File: src/rtl/hmac_pkg.sv
// Shared definitions for the HMAC/SHA-1 input-side stream logic.
package hmac_pkg;

  // Arbiter FSM: IDLE waits for a request, LOCK forwards one whole packet.
  typedef enum logic {
    ST_IDLE = 1'b0,
    ST_LOCK = 1'b1
  } state_t;

  // Default stream width of the FIFO write path.
  localparam int AXIS_WIDTH = 32;

endpackage

File: src/rtl/axis_pkt_arbiter_rr_pick.sv
// Combinational round-robin picker: returns the first asserted request found
// when searching upward from (last+1) mod NUM_REQ, wrapping around.
module rr_pick #(
  parameter int NUM_REQ = 2
) (
  input  logic [NUM_REQ-1:0] req,
  input  logic [1:0]         last,
  output logic [1:0]         idx,
  output logic               any
);

  // Scan offsets 1..NUM_REQ so the previous winner is considered last.
  always_comb begin
    idx = '0;
    any = 1'b0;
    for (int off = 1; off <= NUM_REQ; off++) begin
      for (int k = 0; k < NUM_REQ; k++) begin
        if (!any && req[k] && (((int'(last) + off) % NUM_REQ) == k)) begin
          idx = 2'(k);
          any = 1'b1;
        end
      end
    end
  end

endmodule

File: src/rtl/axis_pkt_arbiter.sv
// Packet-level round-robin arbiter sharing one AXI-Stream write path between
// NUM_REQ sources. The grant is held from the first beat until the granted
// source's tlast beat is accepted, then one bubble cycle precedes the next
// grant. Each completed packet is reported with its source and beat count.
module axis_pkt_arbiter
  import hmac_pkg::*;
#(
  parameter int WIDTH   = AXIS_WIDTH,
  parameter int NUM_REQ = 2,
  parameter int CNT_W   = 16
) (
  input  logic                     i_clk,
  input  logic                     i_rst,
  input  logic [NUM_REQ-1:0]       tvalid_s,
  input  logic [NUM_REQ*WIDTH-1:0] tdata_s,
  input  logic [NUM_REQ-1:0]       tlast_s,
  output logic [NUM_REQ-1:0]       tready_s,
  output logic                     tvalid_m,
  output logic [WIDTH-1:0]         tdata_m,
  output logic                     tlast_m,
  input  logic                     tready_m,
  output logic [1:0]               o_grant_id,
  output logic                     o_busy,
  output logic                     o_pkt_done,
  output logic [CNT_W-1:0]         o_pkt_len
);

  state_t           state;
  logic [1:0]       grant;
  logic [1:0]       last_grant;
  logic [CNT_W-1:0] beat_cnt;
  logic [1:0]       pick_idx;
  logic             pick_any;
  logic             hs;

  // Beat counter increment that sticks at all-ones instead of wrapping.
  function automatic logic [CNT_W-1:0] sat_inc(input logic [CNT_W-1:0] v);
    return (v == {CNT_W{1'b1}}) ? v : v + 1'b1;
  endfunction

  rr_pick #(
    .NUM_REQ(NUM_REQ)
  ) u_pick (
    .req  (tvalid_s),
    .last (last_grant),
    .idx  (pick_idx),
    .any  (pick_any)
  );

  // Zero-latency path from the granted source to the FIFO; everything is
  // forced low while idle so no source sees a ready before it is granted.
  always_comb begin
    tvalid_m = 1'b0;
    tdata_m  = '0;
    tlast_m  = 1'b0;
    tready_s = '0;
    if (state == ST_LOCK) begin
      for (int k = 0; k < NUM_REQ; k++) begin
        if (grant == 2'(k)) begin
          tvalid_m    = tvalid_s[k];
          tdata_m     = tdata_s[k*WIDTH +: WIDTH];
          tlast_m     = tlast_s[k];
          tready_s[k] = tready_m;
        end
      end
    end
  end

  assign hs = tvalid_m & tready_m;

  // Grant FSM, beat counter and packet completion report.
  always_ff @(posedge i_clk) begin
    if (i_rst) begin
      state      <= ST_IDLE;
      grant      <= '0;
      last_grant <= 2'(NUM_REQ - 1);
      beat_cnt   <= '0;
      o_grant_id <= '0;
      o_busy     <= 1'b0;
      o_pkt_done <= 1'b0;
      o_pkt_len  <= '0;
    end else begin
      o_pkt_done <= 1'b0;
      case (state)
        ST_IDLE: begin
          if (pick_any) begin
            grant      <= pick_idx;
            o_grant_id <= pick_idx;
            o_busy     <= 1'b1;
            state      <= ST_LOCK;
          end
        end
        ST_LOCK: begin
          if (hs) begin
            if (tlast_m) begin
              o_pkt_done <= 1'b1;
              o_pkt_len  <= sat_inc(beat_cnt);
              last_grant <= grant;
              beat_cnt   <= '0;
              o_busy     <= 1'b0;
              state      <= ST_IDLE;
            end else begin
              beat_cnt <= sat_inc(beat_cnt);
            end
          end
        end
      endcase
    end
  end

endmodule

File: config.mk
export PLATFORM = sky130hd
export DESIGN_NAME = axis_pkt_arbiter
export DESIGN_NICKNAME = d
export VERILOG_FILES = /design/src/rtl/hmac_pkg.sv /design/src/rtl/axis_pkt_arbiter_rr_pick.sv /design/src/rtl/axis_pkt_arbiter.sv
export SDC_FILE = /design/constraint.sdc
export NUM_CORES = 1
export LEC_CHECK = 0
export BUFFER_PORTS_ARGS = -buffer_cell sky130_fd_sc_hd__buf_2
export CAP_MARGIN = 10
export CORE_MARGIN = 4
export CORE_UTILIZATION = 40
export CTS_CLUSTER_SIZE = 24
export DETAILED_ROUTE_END_ITERATION = 8
export PLACE_DENSITY_LB_ADDON = 0.05
export SLEW_MARGIN = 20
export SYNTH_ARGS = -nofsm -noshare
export SYNTH_HDL_FRONTEND = slang
export SYNTH_HIERARCHICAL = 1
export SYNTH_SLANG_ARGS = --single-unit
File: constraint.sdc
create_clock -name i_clk -period 2.2 [get_ports i_clk]
set_input_delay 0.44 -clock i_clk [delete_from_list [all_inputs] [get_ports i_clk]]
set_output_delay 0.44 -clock i_clk [all_outputs]
set_load 0.02 [all_outputs]
## Word level (Yosys, flattened, before mapping)

Index checks and enable logic that the tools add are counted.
W data, S select, Z words.

| operators by class | value |
|---|---|
| bitwise gates (word level) | 5 |
| multiply operators | 0 |
| div/mod/pow operators | 0 |
| equality and inequality tests | 7 |
| reduce and logical (&&, ||, !) cells | 18 |
| shift-type cells | 0 |
| mux-type cells | 30 |
| add/subtract/negate cells | 3 |
| order comparisons | 0 |

Operator list:

| kind | count |
|---|---|
| $mux W32 | 3 |
| $logic_not A32 Y1 | 2 |
| $mux W16 | 2 |
| $mux W1 | 22 |
| $add A16 B1 Y16 const B | 1 |
| $eq A16 B16 Y1 const B | 1 |
| $logic_and A1 B1 Y1 | 7 |
| $reduce_and A3 Y1 | 2 |
| $eq A2 B2 Y1 const B | 2 |
| $ne A2 B2 Y1 const B | 2 |
| $pmux W1 S2 | 2 |
| $reduce_and A2 Y1 | 2 |
| $logic_not A1 Y1 | 3 |
| $reduce_or A3 Y1 | 1 |
| $add A1 B1 Y1 const B | 2 |
| $and A1 B1 Y1 const A | 2 |
| $logic_not A2 Y1 | 1 |
| $mux W2 | 1 |
| $ne A2 B1 Y1 const B | 1 |
| $not A1 Y1 | 2 |
| $and A1 B1 Y1 | 1 |
| $eq A1 B1 Y1 const B | 1 |

| word-level totals | value |
|---|---|
| bits in latches | 0 |
| bits in read-only memories | 0 |
| logic and storage cells | 70 |
| memories kept | 0 |
| memory bits (writable) | 0 |
| flip-flop bits (word level) | 37 |
| output and inout bits | 56 |

## Depth between registers and ports, before layout

| depth | value |
|---|---|
| depth after elaboration | 19 |
| depth in mapped cells | 6 |
| depth with buffers taken out | 5 |

## Cells and area by module

Netlist, hierarchy kept.

Modules (own cells, without submodules):

| module | cells an instance | area each (um2) | instances |
|---|---|---|---|
| axis_pkt_arbiter | 326 | 2586.2 | 1 |
| rr_pick | 4 | 25.0 | 1 |

## Worst setup path after synthesis

OpenSTA, ideal clock, no wires.

| path | value |
|---|---|
| kind | register -> output |
| from | reg grant[0] |
| to | out tdata_m[10] |
| cell stages (with the launch flop) | 5 |
| slack | 217 ps |
| data arrival time | 1543 ps |
| path through | dfxtp_1 buf_4 buf_1 mux2i_1 nor2_1 |

| on the way | value |
|---|---|
| cells in the longest elaborated chain, start to end | 4 |

RTL lines:

| element | line | text |
|---|---|---|
| start: declaration | axis_pkt_arbiter.sv:29 | `logic [1:0] grant;` |
| start signal: assignment | axis_pkt_arbiter.sv:87 | `grant <= pick_idx;` |
| $logic_not A2 Y1 | axis_pkt_arbiter.sv:59 | `if (grant == 2'(k)) begin` |
| $mux W32 | axis_pkt_arbiter.sv:59 |  |
| $mux W32 * | axis_pkt_arbiter.sv:59 |  |
| $mux W32 * | axis_pkt_arbiter.sv:57 | `if (state == ST_LOCK) begin` |
| end: declaration | axis_pkt_arbiter.sv:19 | `output logic [WIDTH-1:0] tdata_m,` |

Every way passes the cells marked *; elsewhere a longest branch is shown, timed or not.

==> results <==
- In this run, CTS created clock tree buffers numbering 5.
- The number of global-route vias before repair was 2,682.
- After detailed placement, the design holds a cell count of 529.
- The total die area is 7810 um2.
- The transition time of the tightest slew-check pin is 0.589 ns.
- The count of cells in the finished layout, fillers not included, comes to 537.
- The worst clock skew on the final layout is 0.00647 ns.
- In the layout the commonest cells are 126 x buf_2, 55 x nor2_1, 36 x dfxtp_1, 33 x mux2i_1, 26 x buf_4.
- The first global-routing pass estimated 13,000 um of wire.
- The port buffer count is 126.
- The routed design has 8560 um of wire.
- The clock network fraction of total power is 40.1%.
- The CTS tree is built.
- The number of max-cap violations is 0.
- STA classifies the critical path endpoint as an output pin.
- For this design, the CTS-stage hold fixing added 0 buffers.
- Detailed routing inserted a total of 2,915 vias.
- The master cell of the clock root buffer is clkbuf_8.
- The leakage power total is 1.54 nW.
- The detailed-router iteration count before antenna repair is 4.
- The global-route usage over all layers is 21.0%.
- Entering global routing, the biggest net connects 34 pins.
- STA classifies the critical path startpoint as a flop.
- Net switching is 26.7% of the power.
- The most common cell after layout, fill and taps aside is buf_2.
- The wire length on met3 is 764 um.
- The data required time at the worst endpoint is 1.76 ns.
- The number of max-slew violations in the final report is 0.
- The internal power of the cells totals 1.34 mW.
- Measured in cells, the most critical reg-to-reg path has a length of 5.
- The number of top-level pins is 127.
- The count of warnings emitted by yosys is 6.
- The fraction of layout instances using a drive strength above 1 is 38.3%.
- In this run the deepest clock path goes through 2 buffers.
- The initial utilization of the core area, before any placement, comes to 40.9%.
- Summing all flip-flop and latch instances after layout gives 763 um2.
- The clock edge transition at the registers on the reported setup and hold paths is 0.08 ns.
- Once placement finished, the instance area stood at 3380 um2.
- The switching power summed over all nets is 0.489 mW.
- The flow ran to the end, and the final reports show no timing, DRC or antenna violations.
- The share of the clock period used by the worst path after layout is 91.0%.
- The total non-filler cell area in the finished layout is 3540 um2.
- The net count of the finished layout is 531.
- The total DRC errors in the routed layout is 0.
- Dividing the detail-routed wire length by the instance count gives 15.9 um.
- The routability congestion estimate from global placement is 0.901.
- The violation count after the first detailed-routing iteration is 108.
- The fraction of the core area covered by cells at the end of the flow is 56.0%.
- The number of sinks on the clock net is 38.
- STA puts the critical path data arrival time at 1.56 ns.
- The worst pin sits at a relative slew slack of 60.7%.
- IR analysis of the VDD net gives a maximum drop of 0.000359 V.
- Of the total power, registers draw 38.9%.
- The number of diodes added for antenna fixing is 0.
- The length of routed wiring on met1 is 3510 um.
- Setup violations remaining at the end of the flow were counted as 0.
- The initial antenna violation count is 0.
- Once detail routing completed, the nets flagged for antenna violations numbered 0.
- The initialized floorplan defines 29 standard-cell rows.
- The critical path is of the flop to output pin type.
- The filler cells instantiated in the layout total 621.
- The HPWL reported at the end of detailed placement is 6790 um.
- Compared with the post-synthesis result, the final layout area differs by 36.8%.
- The leftover overflow at the end of global routing is 0.
- The detailed-routed wire length on met2 is 4050 um.
- The worst hold path was traced through 2 stages.
- For this design the ratio of total power to cell area is 518 nW/um2.
- The number of instances in the synthesized netlist is 328.
- CTS built an H-tree with a depth of 2.
- The largest fanout of any net on the critical path is 33.
- For the finished layout, the period the worst path requires is 2.00 ns.
- The synthesized net count is 400.
- The cell area that synthesis handed to floorplanning was 2580 um2.
- The height of the die is 88.4 um.
- The source-to-sink clock delay at the later pin of the worst-skew pair is 0.29 ns.
- Setup repair after global routing left no endpoint under its margin.
- The number of hold violations in the final report is 0.
- For this run, the top clock speed supported by timing is 500 MHz.
- The path category of the worst min-delay check is flop to flop.
- Dividing the synthesized area by the synthesized cell count gives 7.88 um2.
- In the final layout, the multi-input gates occupy 1670 um2.
- For the final routed database, the setup TNS stands at 0 ns.
- The highest routed metal layer is met4.
- The power share of the combinational group is 21.1%.
- After detailed routing, the number of vias per cell comes to 5.43.
- In this run the horizontal extent of the chip is 88.4 um.
- The core region area is 6310 um2.
-- power by group through the flow --
stage,Sequential [mW],Clock [mW],Combinational [mW]
after global placement,0.727,0,0.383
after detailed placement,0.728,0,0.386
after global routing,0.714,0.779,0.421
final,0.711,0.734,0.386
after floorplan,0.738,0,0.215
after CTS,0.712,0.751,0.388
-- sequential cells by signal, summed over array words and instances (netlist names) --
register	flops
beat_cnt	16
last_grant	1
grant	2
o_pkt_len	16
state	1
o_pkt_done	1
o_busy	1
-- area by class of cell --
cell class                      count  area share, %
Clock inverter                      2           1.70
Inverter                            7          0.743
Sequential cell                    38           21.6
Multi-Input combinational cell    254           47.2
Clock buffer                        6           2.34
Tap cell                           77           2.72
Timing Repair Buffer              153           23.7
-- path summary, 6_finish.rpt --
check                                  start           end  slack (ns)
worst max-delay path                grant[1]    tdata_m[9]        0.20
worst min-delay path            o_pkt_len[0]  o_pkt_len[0]        0.45
worst max register to register      grant[0]   beat_cnt[9]        0.21
worst min register to register  o_pkt_len[0]  o_pkt_len[0]        0.45
-- what timing repair did --
action	CTS	global route
setup endpoints to repair	0	7
gates resized for setup	0	4
hold endpoints to repair	0	0
buffers inserted	0	0
-- metrics by stage --
step | total power, mW | hold WS, ns | setup slack (ns)
after floorplan | 0.954 | 0.455 | 0.217
after global placement | 1.11 | 0.441 | 0.186
after detailed placement | 1.11 | 0.445 | 0.165
after CTS | 1.85 | 0.457 | 0.0918
after global routing | 1.91 | 0.482 | 0.0280
final | 1.83 | 0.452 | 0.199
-- per-layer routing --
layer | up-vias | global-route usage, %
met2 | 106 | 36.6
met4 | 0 | 8.52
li1 | 1476 | -
met1 | 1312 | 24.9
met5 | - | 0
met3 | 21 | 4.66
-- critical path, cell delays in order (launching register included) --
cell and delay (ns):
dfxtp_1 0.45, inv_1 0.17, nand2_1 0.09, buf_4 0.30, nor2_1 0.09, buf_2 0.17
No activity file was read; power rests on OpenSTA's default activity.
